[src/rtl/usb_defs.sv]
// Shared definitions for the USB packet buffer arbiter slice.
// Holds the default buffer size and the state encodings of the ownership
// and arbiter FSMs. The state machines use plain localparam constants so
// older tools that lack enum support can read the same encodings.
package usb_defs;

    // Packet buffer size in bytes; must be a power of two and at least 8.
    localparam int USB_PACKET_BUFFER_SIZE = 1024;

    // Packet ownership: which side currently owns the buffer contents.
    localparam logic [0:0] OWN_USB = 1'b0;
    localparam logic [0:0] OWN_CPU = 1'b1;

    // CPU access arbiter.
    localparam logic [0:0] ARB_IDLE = 1'b0;
    localparam logic [0:0] ARB_ACK  = 1'b1;

endpackage

[src/rtl/usb_packet_length_tracker.sv]
// Tracks the length, in words, of the packet being received.
// max_words follows the highest (address + 1) over accepted receiver writes
// and is latched into packet_word_count when the packet completes.
//
// Ports:
//   clock48, reset       clock and synchronous active-high reset
//   write_accept         a receiver write is being accepted this cycle
//   write_address        word address of that write
//   capture              packet complete: latch the length (write included)
//   clear                buffer released: restart the length at zero
//   packet_word_count    length of the last completed packet
module usb_packet_length_tracker
    import usb_defs::*;
#(
    parameter int ADDRESS_WIDTH = 8
) (
    input  logic                     clock48,
    input  logic                     reset,
    input  logic                     write_accept,
    input  logic [ADDRESS_WIDTH-1:0] write_address,
    input  logic                     capture,
    input  logic                     clear,
    output logic [ADDRESS_WIDTH:0]   packet_word_count
);

    logic [ADDRESS_WIDTH:0] max_words_q, max_words_d;
    logic [ADDRESS_WIDTH:0] count_q, count_d;
    logic [ADDRESS_WIDTH:0] write_end;

    // One extra bit lets the top address map to 2^ADDRESS_WIDTH words.
    assign write_end = {1'b0, write_address} + {{ADDRESS_WIDTH{1'b0}}, 1'b1};

    always_comb begin
        max_words_d = max_words_q;
        if (write_accept && (write_end > max_words_q)) begin
            max_words_d = write_end;
        end
        count_d = count_q;
        // Capture sees a write landing in the same cycle.
        if (capture) begin
            count_d = max_words_d;
        end
        if (clear) begin
            max_words_d = '0;
        end
    end

    always_ff @(posedge clock48) begin
        if (reset) begin
            max_words_q <= '0;
            count_q     <= '0;
        end else begin
            max_words_q <= max_words_d;
            count_q     <= count_d;
        end
    end

    assign packet_word_count = count_q;

endmodule

[src/rtl/usb_packet_buffer_arbiter.sv]
// Owner of the single-port USB packet buffer RAM (word wide, 1-cycle read).
// Shares the RAM between the USB receiver write port and the CPU load/store
// port, runs the usb_packet_ready ownership handshake and records the word
// length of each received packet.
//
// Ports:
//   clock48, reset                 clock, synchronous active-high reset
//   usb_write/address/write_value  receiver word writes (accepted in OWN_USB)
//   usb_packet_done                receiver finished a packet
//   usb_packet_ready               buffer owned by the CPU
//   cpu_request/write/address/     CPU access, held until cpu_ready
//   cpu_write_value
//   cpu_read_value, cpu_ready      load data and one-cycle completion pulse
//   cpu_release                    CPU hands the buffer back to the receiver
//   packet_word_count              length of the last completed packet
//   overrun_count                  dropped receiver writes
//   mem_*                          RAM interface
//
// Build option: define USB_OVERRUN_COUNT_EN to build the saturating
// overrun counter; otherwise overrun_count is tied to zero.
module usb_packet_buffer_arbiter #(
    parameter int  USB_PACKET_BUFFER_SIZE = usb_defs::USB_PACKET_BUFFER_SIZE,
    localparam int ADDRESS_WIDTH          = $clog2(USB_PACKET_BUFFER_SIZE / 4)
) (
    input  logic                     clock48,
    input  logic                     reset,
    input  logic                     usb_write,
    input  logic [ADDRESS_WIDTH-1:0] usb_address,
    input  logic [31:0]              usb_write_value,
    input  logic                     usb_packet_done,
    output logic                     usb_packet_ready,
    input  logic                     cpu_request,
    input  logic                     cpu_write,
    input  logic [ADDRESS_WIDTH-1:0] cpu_address,
    input  logic [31:0]              cpu_write_value,
    output logic [31:0]              cpu_read_value,
    output logic                     cpu_ready,
    input  logic                     cpu_release,
    output logic [ADDRESS_WIDTH:0]   packet_word_count,
    output logic [7:0]               overrun_count,
    output logic [ADDRESS_WIDTH-1:0] mem_address,
    output logic                     mem_write,
    output logic [31:0]              mem_write_value,
    input  logic [31:0]              mem_read_value
);

    import usb_defs::*;

    logic [0:0]               own_q, own_d;
    logic [0:0]               arb_q, arb_d;
    logic [ADDRESS_WIDTH-1:0] mem_address_q;
    logic                     usb_accept;
    logic                     cpu_grant;
    logic                     capture;
    logic                     clear;

    // Reset gates the strobes so nothing reaches the RAM while in reset.
    assign usb_accept = usb_write && (own_q == OWN_USB) && !reset;
    assign cpu_grant  = cpu_request && (arb_q == ARB_IDLE) && !usb_accept && !reset;
    assign capture    = usb_packet_done && (own_q == OWN_USB);
    assign clear      = cpu_release && (own_q == OWN_CPU);

    always_comb begin
        own_d = own_q;
        if (capture) begin
            own_d = OWN_CPU;
        end else if (clear) begin
            own_d = OWN_USB;
        end
        arb_d = cpu_grant ? ARB_ACK : ARB_IDLE;
    end

    // Receiver writes win the RAM; idle cycles keep the last address.
    always_comb begin
        mem_write       = 1'b0;
        mem_address     = mem_address_q;
        mem_write_value = '0;
        if (usb_accept) begin
            mem_write       = 1'b1;
            mem_address     = usb_address;
            mem_write_value = usb_write_value;
        end else if (cpu_grant) begin
            mem_write       = cpu_write;
            mem_address     = cpu_address;
            mem_write_value = cpu_write_value;
        end
    end

    always_ff @(posedge clock48) begin
        if (reset) begin
            own_q         <= OWN_USB;
            arb_q         <= ARB_IDLE;
            mem_address_q <= '0;
        end else begin
            own_q         <= own_d;
            arb_q         <= arb_d;
            mem_address_q <= mem_address;
        end
    end

    // Read data belongs to the address granted last cycle, so a receiver
    // write during ARB_ACK cannot disturb it. Reset abandons the access.
    assign cpu_ready        = (arb_q == ARB_ACK) && !reset;
    assign cpu_read_value   = mem_read_value;
    assign usb_packet_ready = (own_q == OWN_CPU);

    usb_packet_length_tracker #(
        .ADDRESS_WIDTH (ADDRESS_WIDTH)
    ) u_length_tracker (
        .clock48           (clock48),
        .reset             (reset),
        .write_accept      (usb_accept),
        .write_address     (usb_address),
        .capture           (capture),
        .clear             (clear),
        .packet_word_count (packet_word_count)
    );

`ifdef USB_OVERRUN_COUNT_EN
    logic [7:0] overrun_q, overrun_d;

    always_comb begin
        overrun_d = overrun_q;
        if (usb_write && (own_q == OWN_CPU) && (overrun_q != 8'hff)) begin
            overrun_d = overrun_q + 8'd1;
        end
    end

    always_ff @(posedge clock48) begin
        if (reset) begin
            overrun_q <= '0;
        end else begin
            overrun_q <= overrun_d;
        end
    end

    assign overrun_count = overrun_q;
`else
    assign overrun_count = '0;
`endif

endmodule

[config.mk]
export PLATFORM = sky130hd
export DESIGN_NAME = usb_packet_buffer_arbiter
export DESIGN_NICKNAME = d
export VERILOG_FILES = /design/src/rtl/usb_defs.sv /design/src/rtl/usb_packet_length_tracker.sv /design/src/rtl/usb_packet_buffer_arbiter.sv
export SDC_FILE = /design/constraint.sdc
export NUM_CORES = 1
export LEC_CHECK = 0
export BUFFER_PORTS_ARGS = -buffer_cell sky130_fd_sc_hd__clkbuf_2
export CAP_MARGIN = 30
export CELL_PAD_IN_SITES_DETAIL_PLACEMENT = 0
export CELL_PAD_IN_SITES_GLOBAL_PLACEMENT = 1
export CORE_ASPECT_RATIO = 1.25
export CORE_MARGIN = 5
export CORE_UTILIZATION = 22
export DETAILED_ROUTE_END_ITERATION = 12
export PLACE_DENSITY = 0.75
export SLEW_MARGIN = 20
export SYNTH_ARGS = -nofsm -noshare
export SYNTH_HDL_FRONTEND = slang
export SYNTH_SLANG_ARGS = --single-unit
[constraint.sdc]
create_clock -name clock48 -period 2.15 [get_ports clock48]
set_input_delay 0.1075 -clock clock48 [delete_from_list [all_inputs] [get_ports clock48]]
set_output_delay 0.1075 -clock clock48 [all_outputs]
set_load 0.1 [all_outputs]
Word level (Yosys, flattened, before mapping) --
Index checks and enable logic that the tools add are counted.
Storage, ports and cells: register bits 28, latch bits 0, RAM bits 0, memory bits (read-only) 0, input bits 119, output and inout port bits 92, logic and storage cells 32, memories 0
Operators by class: $add $sub $neg 1, multipliers 0, div/mod/pow operators 0, order comparisons 1, equal/unequal tests 0, shift operators 0, multiplexer cells 10, bitwise logic cells 2, reduce and logical (&&, ||, !) cells 13
Operators with widths (count):
- 32-bit two-way mux | 2
- 8-bit two-way mux | 2
- 8-bit by 1-bit adder with 9-bit output, second input constant | 1
- 9-bit greater-than comparator | 1
- 1-bit logical AND | 9
- 9-bit two-way mux | 1
- 1-bit two-way mux | 5
- 1-bit logical NOT | 2
- 1-bit NOT | 2
- 2-bit nonzero test | 1
- 2-bit OR reduction | 1

Longest topological paths before layout --
Gate-level depths: netlist of run 1.
word-level depth 8, depth in mapped cells 11, gate-level depth less buffers 9

Cells and area by module --
A second synthesis of run 1 with hierarchy kept.
Second synthesis, totals: cell total of the unflattened synthesis 287, area, all modules 2401.1 µm²
Modules (own cells, without submodules):
- usb_packet_buffer_arbiter | instances 1, cells each 146, area each 1227.4 µm²
- usb_packet_length_tracker | instances 1, cells each 141, area each 1173.6 µm²

Least setup slack after synthesis of run 1 --
OpenSTA, ideal clock, no wires.
path type flip-flop to flip-flop, start point reg own_q (netlist: usb_packet_ready), end point reg mem_address_q[1], library setup time 0.075 ns, arrival time 3.805 ns, slack -1.730 ns, stages on the path, launching flop included 5, buffers on the path 1, path through dfxtp_1 -> nor3b_4 -> clkbuf_1 -> o21ai_0 -> nor2b_1
Between the ends: cells in the longest elaborated chain, start to end 8
Ends and longest elaborated chain:
- from (decl) | RTL line usb_packet_buffer_arbiter.sv:49 | logic [0:0] own_q, own_d;
- from (signal assigned) | RTL line usb_packet_buffer_arbiter.sv:95 | own_q <= own_d;
- 1-bit NOT * | RTL line usb_packet_buffer_arbiter.sv:58 | assign usb_accept = usb_write && (own_q == OWN_USB) && !reset;
- 1-bit logical AND * (2 in series) | RTL line usb_packet_buffer_arbiter.sv:58
- 1-bit logical NOT | RTL line usb_packet_buffer_arbiter.sv:59 | assign cpu_grant = cpu_request && (arb_q == ARB_IDLE) && !usb_accept && !reset;
- 1-bit logical AND (2 in series) | RTL line usb_packet_buffer_arbiter.sv:59
- 8-bit two-way mux | RTL line usb_packet_buffer_arbiter.sv:82 | end else if (cpu_grant) begin
- 8-bit two-way mux * | RTL line usb_packet_buffer_arbiter.sv:78 | if (usb_accept) begin
- named net mem_address[1] | RTL line usb_packet_buffer_arbiter.sv:41 | output logic [ADDRESS_WIDTH-1:0] mem_address,
- to (signal assigned) | RTL line usb_packet_buffer_arbiter.sv:97 | mem_address_q <= mem_address;
- to (decl) | RTL line usb_packet_buffer_arbiter.sv:51 | logic [ADDRESS_WIDTH-1:0] mem_address_q;
The timed path passes the listed nets; every way through them passes the cells marked *. A chain may end at the register's enable or synchronous reset.

Worst setup path after layout of run 1 --
start point in usb_address[4], end point reg u_length_tracker.max_words_q[7]
Between the ends: cells in the longest elaborated chain, start to end 4
Ends and longest elaborated chain:
- from (decl) | RTL line usb_packet_buffer_arbiter.sv:28 | input logic [ADDRESS_WIDTH-1:0] usb_address,
- 8-bit by 1-bit adder with 9-bit output * | RTL line usb_packet_length_tracker.sv:31 | assign write_end = {1'b0, write_address} + {{ADDRESS_WIDTH{1'b0}}, 1'b1};
- 9-bit greater-than comparator | RTL line usb_packet_length_tracker.sv:35 | if (write_accept && (write_end > max_words_q)) begin
- 1-bit logical AND | RTL line usb_packet_length_tracker.sv:35
- 9-bit two-way mux * | RTL line usb_packet_length_tracker.sv:35
- to (signal assigned) | RTL line usb_packet_length_tracker.sv:53 | max_words_q <= max_words_d;
- to (decl) | RTL line usb_packet_length_tracker.sv:26 | logic [ADDRESS_WIDTH:0] max_words_q, max_words_d;
Every way passes the cells marked *; elsewhere a longest branch is shown, timed or not.

==> results of run 1 <==
-- layout make-up --
class                      instances  area (sq um)
fill                             964          5834
multi-input combinational        188          1763
timing repair buffer             173          1650
sequential                        28         561.8
tap                              129         161.4
clock buffer                       3         75.07
clock inverter                     1         30.03
inverter                           8         30.03
-- synthesized netlist by cell type --
cell	n
inv_1	8
buf_4	41
or3_1	1
a21oi_1	11
and4_1	3
nand2_1	22
a211oi_1	3
nand4_1	10
xnor2_1	5
nand2b_1	1
a21o_1	2
o211ai_1	6
nor2b_1	11
mux2i_1	8
nor2_2	1
nor3_1	12
nand3_1	5
a21bo_2	1
nor2_1	12
and3_1	1
a21boi_4	1
nor3b_1	1
a22o_1	32
clkbuf_1	8
a2111oi_1	1
o21ai_0	12
dfxtp_1	28
o311a_1	1
a2111oi_4	1
nor3_2	1
conb_1	1
ha_1	10
xor2_1	1
buf_6	2
nor3b_4	1
a2111oi_2	1
a2111o_1	1
buf_2	8
o21ai_1	1
-- report_power, final --
part | switching (mW) | internal, mW
logic | 0.951 | 0.557
clock network | 0.194 | 0.371
registers | 0.0175 | 0.550
-- stage by stage --
stage                     instances  cell area, sq um  worst slack (ns)
after floorplan                 283              2654           0.01098
after global placement          521              3979           -0.1415
after detailed placement        521              3979           -0.2040
after CTS                       525              4084           0.02920
after global routing            530              4272          -0.03443
final                           530              4272           0.06317
-- tightest hold or removal path, stage by stage --
cell and delay [ns]:
clkbuf_2 0.10, nor2_1 0.04, nor2_1 0.06
-- sequential cells by signal (all words and copies together) (netlist names) --
| register | flops |
|---|---|
| mem_address_q | 8 |
| usb_packet_ready | 1 |
| u_length_tracker.max_words_q | 9 |
| u_length_tracker.packet_word_count | 9 |
| arb_q | 1 |
-- cell families after synthesis --
kind of cell    Yosys count  synth area share, %
compound gates           74                25.80
xor+xnor                  6                2.315
fa+ha+maj                10                5.513
buf+inv                  67                18.96
flops                    28                24.70
mux                       8                3.528
other cells               1               0.1652
simple gates             82                19.02
-- routing by layer --
layer	vias up	share of wire (%)	global-route usage, %	wire length, microns
li1	1205	-	-	-
met1	1193	36	14.44	3174
met2	120	52	24.96	4603
met3	23	11	6.377	957
met4	2	1.8	3.117	159
met5	-	0.15	0	13
-- what timing repair did --
| action | in CTS | in global routing |
|---|---|---|
| endpoints found under the setup margin | 0 | 18 |
| gates resized for setup | 0 | 35 |
| setup buffers | 0 | 5 |
-- worst max path at each step --
stage	start	endpoint	slack (ns)
after floorplan	usb_address[0]	u_length_tracker.max_words_q[6]$_SDFF_PP0_	0.01
after global placement	usb_address[4]	u_length_tracker.max_words_q[0]$_SDFF_PP0_	-0.14
after detailed placement	usb_address[4]	u_length_tracker.max_words_q[0]$_SDFF_PP0_	-0.20
after CTS	usb_address[4]	u_length_tracker.max_words_q[7]$_SDFF_PP0_	0.03
after global routing	usb_address[4]	u_length_tracker.max_words_q[1]$_SDFF_PP0_	-0.03
final	usb_address[4]	u_length_tracker.max_words_q[7]$_SDFF_PP0_	0.06
==> flow_summary.toml, run 1 <==
[global_routing]
grt.overflow.total = 0
grt_pass1_vias = 2693
grt_max_degree = 25
grtUsageTotal_pct = 13.79
antenna_found_initial = 1
grt_first_pass_wirelength_microns = 13580

[timing]
rsz0062_at_grt = "true"
drv_slew = 0
fin_crit_ns = 2.087
fin_crit_sh_pct = 97.06
skew_ns = 0.008139
finalHoldViolations = 0
fin_setup_tns_ns = 0
setup_violations = 0
maxSlewHeadroom_pct = 62.99
hold_slack_ns = 0.06759
worst_slew_pin_slew_ns = 0.5575
clock.fmax_mhz = 479.2

[worst_setup_path]
timing.rr.start = "u_length_tracker.max_words_q[8]$_SDFF_PP0_"
path_cells = "buf_8 -> and4_4 -> nand4_1 -> xnor2_2 -> ha_1 -> nand4_1 -> nor3_4 -> a2111oi_4 -> buf_6 -> buf_12 -> nor3_1 -> nor3_1"
worst_ep_arrival_time_ns = 2.27
end_kind = "flip-flop"
worst-path-max-fanout = 8
crit_family = "simple AND/OR/NAND/NOR gates"
cpMaxStageDelayCell = "a2111oi_4"
crit_path_max_incr_delay_ns = 0.42
worstSetupPathType = "primary input to flip-flop"
reg2reg_setup_slack_ns = 0.08
rr_endpoint = "u_length_tracker.max_words_q[7]$_SDFF_PP0_"
worst-path-stages = 12
path_buf_inv = 3
rr_worst_depth = 8
cp-start-kind = "primary input"
crit_required_ns = 2.33

[clock_tree]
cts_buffers = 3
htreeDepth = 1
ctsHoldBuffers = 0
cts_tree = "built"
root_buffer = "clkbuf_16"
clockBufferDepth = 2
insertion_delay_ns = 0.27
cts_sinks = 28
path_clk_slew_ns = 0.08

[route]
routed_wl_microns = 8909
firstDrtPassIters = 4
viasPerCell = 4.798
drc = 0
wire_per_inst_microns = 16.81
dr.first_iter.drc_count = 82
ant_nets = 0
num_vias = 2543

[hold_path]
min_path_cells = 3
hp-start = "usb_packet_done"
hold_class = "primary input to flip-flop"
min_to = "usb_packet_ready$_SDFFE_PP0P_"

[floorplan]
start_util_pct = 22.46
die-area_sq_mm = 0.01246
core_sq_mm = 0.01011
die_x_microns = 100.9
row_count = 41
die_h_microns = 123.6
io_pins = 211

[power_and_ir_drop]
ir_drop_v = 0.0004066
leakage_nw = 1.906
p_per_area_mw_per_mm2 = 618.0
power_mw = 2.640

[synth]
synthDistinctLibCells = 39
synth.area.top_cells = "dfxtp_1, buf_4, a22o_1, ha_1, nand2_1"
syn_area_sq_mm = 0.002270
syn_avg_cell_area_sq_um = 8.223
ys_warn_count = 0
yosysSeqAreaShare_pct = 24.70
netlist.area_leader.share_pct = 24.70
synth_cells = 276
yosys.area.top_type = "dfxtp_1"
ys_ff_latch = 28

[placed_design]
dp.final_hpwl_microns = 7517
place.port_buffers = 138
gp_congestion = 0.9044

[finish]
diodes = 0
final_cell_mix = "clkbuf_2, buf_12, buf_4"
postLayoutCoreUtil_pct = 42.27
fin_nets = 531
area_growth_pct = 88.20
layout_commonest_cell = "clkbuf_2"
drive_gt1_share_pct = 60.60

[run_status]
outcome = "completed"

[flow_run]
max_cap_violations = 0
(Power assumes the default switching activity.)
==> run 2, diff against run 1 <==
--- a/config.mk
+++ b/config.mk
@@ -5,16 +5,16 @@
 export SDC_FILE = /design/constraint.sdc
 export NUM_CORES = 1
 export LEC_CHECK = 0
+export ABC_AREA = 1
 export BUFFER_PORTS_ARGS = -buffer_cell sky130_fd_sc_hd__clkbuf_2
 export CAP_MARGIN = 30
 export CELL_PAD_IN_SITES_DETAIL_PLACEMENT = 0
 export CELL_PAD_IN_SITES_GLOBAL_PLACEMENT = 1
 export CORE_ASPECT_RATIO = 1.25
 export CORE_MARGIN = 5
-export CORE_UTILIZATION = 22
+export CORE_UTILIZATION = 21
 export DETAILED_ROUTE_END_ITERATION = 12
-export PLACE_DENSITY = 0.75
-export SLEW_MARGIN = 20
+export PLACE_DENSITY = 0.74
 export SYNTH_ARGS = -nofsm -noshare
 export SYNTH_HDL_FRONTEND = slang
 export SYNTH_SLANG_ARGS = --single-unit
==> flow_summary.toml, run 2 <==
[route]
dr.first_iter.drc_count = 87
ant_nets = 0
viasPerCell = 4.456
routed_wl_microns = 8849
firstDrtPassIters = 6
drc = 0
num_vias = 2500
wire_per_inst_microns = 15.77

[clock_tree]
root_buffer = "clkbuf_16"
cts_buffers = 3
clockBufferDepth = 2
cts_sinks = 28
cts_tree = "built"
insertion_delay_ns = 0.27
path_clk_slew_ns = 0.07
ctsResizeCount = 0
htreeDepth = 1
ctsHoldBuffers = 0
cts_setup_buffers = 0

[synth]
synth_cells = 327
synth.most_common_cell = "nand2_1"
yosys-top-cells-count = "nand2_1, inv_1, buf_4"
ys.flop_type = "dfxtp_1"
synthDistinctLibCells = 24
synth.area.top_cells = "dfxtp_1, buf_4, a22o_1, nand2_1, inv_1"
syn_area_sq_mm = 0.002267
ys_ff_latch = 28
ys_warn_count = 0
syn_avg_cell_area_sq_um = 6.933
async_flop_share_pct = 0
yosysSeqAreaShare_pct = 24.72
yosys.area.top_type = "dfxtp_1"
synth_edf_count = 0
netlist.area_leader.share_pct = 24.72

[floorplan]
io_pins = 211
die-area_sq_mm = 0.01299
start_util_pct = 21.46
die_h_microns = 126.2
core_sq_mm = 0.01056
die_x_microns = 102.9
row_count = 42

[timing]
fin_crit_ns = 1.942
fin_setup_tns_ns = 0
finalHoldViolations = 0
fin_crit_sh_pct = 90.31
hold_slack_ns = 0.07537
maxSlewHeadroom_pct = 61.68
drv_slew = 0
clock.fmax_mhz = 515.0
setup_violations = 0
setup_slack_ns = 0.2084
skew_ns = 0.002114
worst_slew_pin_slew_ns = 0.5773
rsz0062_at_grt = "false"

[hold_path]
hp-start = "usb_packet_done"
hold_class = "primary input to flip-flop"

[worst_setup_path]
worst_ep_arrival_time_ns = 1.83
worstSetupStartpoint = "usb_packet_ready$_SDFFE_PP0P_"
crit_required_ns = 2.04
timing.rr.start = "u_length_tracker.max_words_q[8]$_SDFF_PP0_"
end_kind = "primary output"
worstSetupPathType = "flip-flop to primary output"
cp-start-kind = "flip-flop"
worst-path-max-fanout = 33

[placed_design]
gp_congestion = 0.8265
place_ws_ns = -0.02195
dp.final_hpwl_microns = 7475
dp.cells = 557
place.port_buffers = 138

[global_routing]
grtUsageTotal_pct = 13.38
grt.overflow.total = 0
grt_first_pass_wirelength_microns = 13550
grt_pass1_vias = 2644
antenna_found_initial = 0
grt_max_degree = 49

[finish]
diodes = 0
stdcell_count = 561
postLayoutCoreUtil_pct = 34.68
drive_gt1_share_pct = 44.99
fin_nets = 559
final_cell_mix = "clkbuf_2, nand2_1, buf_12"
layout_commonest_cell = "clkbuf_2"
area_growth_pct = 61.59

[power_and_ir_drop]
ir_drop_v = 0.0002975
clkPwrFrac_pct = 22.5
p_per_area_mw_per_mm2 = 687.0
cellInternalPower_mw = 1.358
switchingPower_mw = 1.159
p_sw_share_pct = 46.06
comb_power_share_pct = 55.0
p_seq_share_pct = 22.5
leakage_nw = 1.854

[run_status]
outcome = "completed"

[flow_run]
max_cap_violations = 0
==> run 2: worst max-delay path, stage by stage (launching register included) <==
cell and delay, ns:
dfxtp_2 0.34, inv_1 0.08, nand3_2 0.24, inv_2 0.18, nor2_2 0.04, buf_4 0.23
a22o_2 0.28, buf_12 0.17
==> run 2: per-layer routing <==
layer | part of all wire (%) | up-vias | track usage [%]
met4 | 2.0 | 0 | 3.811
met3 | 9.2 | 18 | 4.369
met5 | 0 | - | 0
met2 | 51 | 113 | 23.72
li1 | - | 1237 | -
met1 | 38 | 1132 | 14.98
==> run 2: layout make-up <==
cell class              count  area (sq um)
fillers                  1104          6899
repair buffers            143          1341
multi-input cells         211          1329
flip-flops and latches     28         561.8
well taps                 132         165.2
inverters                  43         161.4
clock buffers               3         75.07
clock inverters             1         30.03
==> run 2: path summary, 6_finish.rpt <==
path	to	slack, ns	depth (start not counted)
worst max-delay path	mem_write_value[29]	0.21	7
worst min-delay path	usb_packet_ready$_SDFFE_PP0P_	0.08	3
worst min register to register	u_length_tracker.max_words_q[3]$_SDFF_PP0_	0.49	2
worst max register to register	u_length_tracker.packet_word_count[7]$_SDFFE_PP0P_	0.33	10
==> run 2: cells by family after synthesis <==
group           share of synthesized area (%)
flops                                   24.72
compound gates                          22.24
fa+ha+maj                               5.519
simple gates                            22.79
buf+inv                                 23.40
other cells                            0.1654
xor+xnor                                1.159
==> run 2: per-stage QoR <==
stage                     total power [mW]  instance area, sq um
after floorplan                      1.797                  2421
after global placement               1.963                  3558
after detailed placement             1.971                  3558
after CTS                            2.535                  3664
after global routing                 2.619                  3664
final                                2.517                  3664
==> run 2: power groups by stage <==
stage / Combinational, mW / Sequential [mW] / Clock (mW)
4_1_cts: 1.39 / 0.567 / 0.574
3_3_place_gp: 1.38 / 0.579 / 0
6_report: 1.38 / 0.567 / 0.567
5_1_grt: 1.45 / 0.570 / 0.596
2_1_floorplan: 1.12 / 0.679 / 0
3_5_place_dp: 1.39 / 0.579 / 0
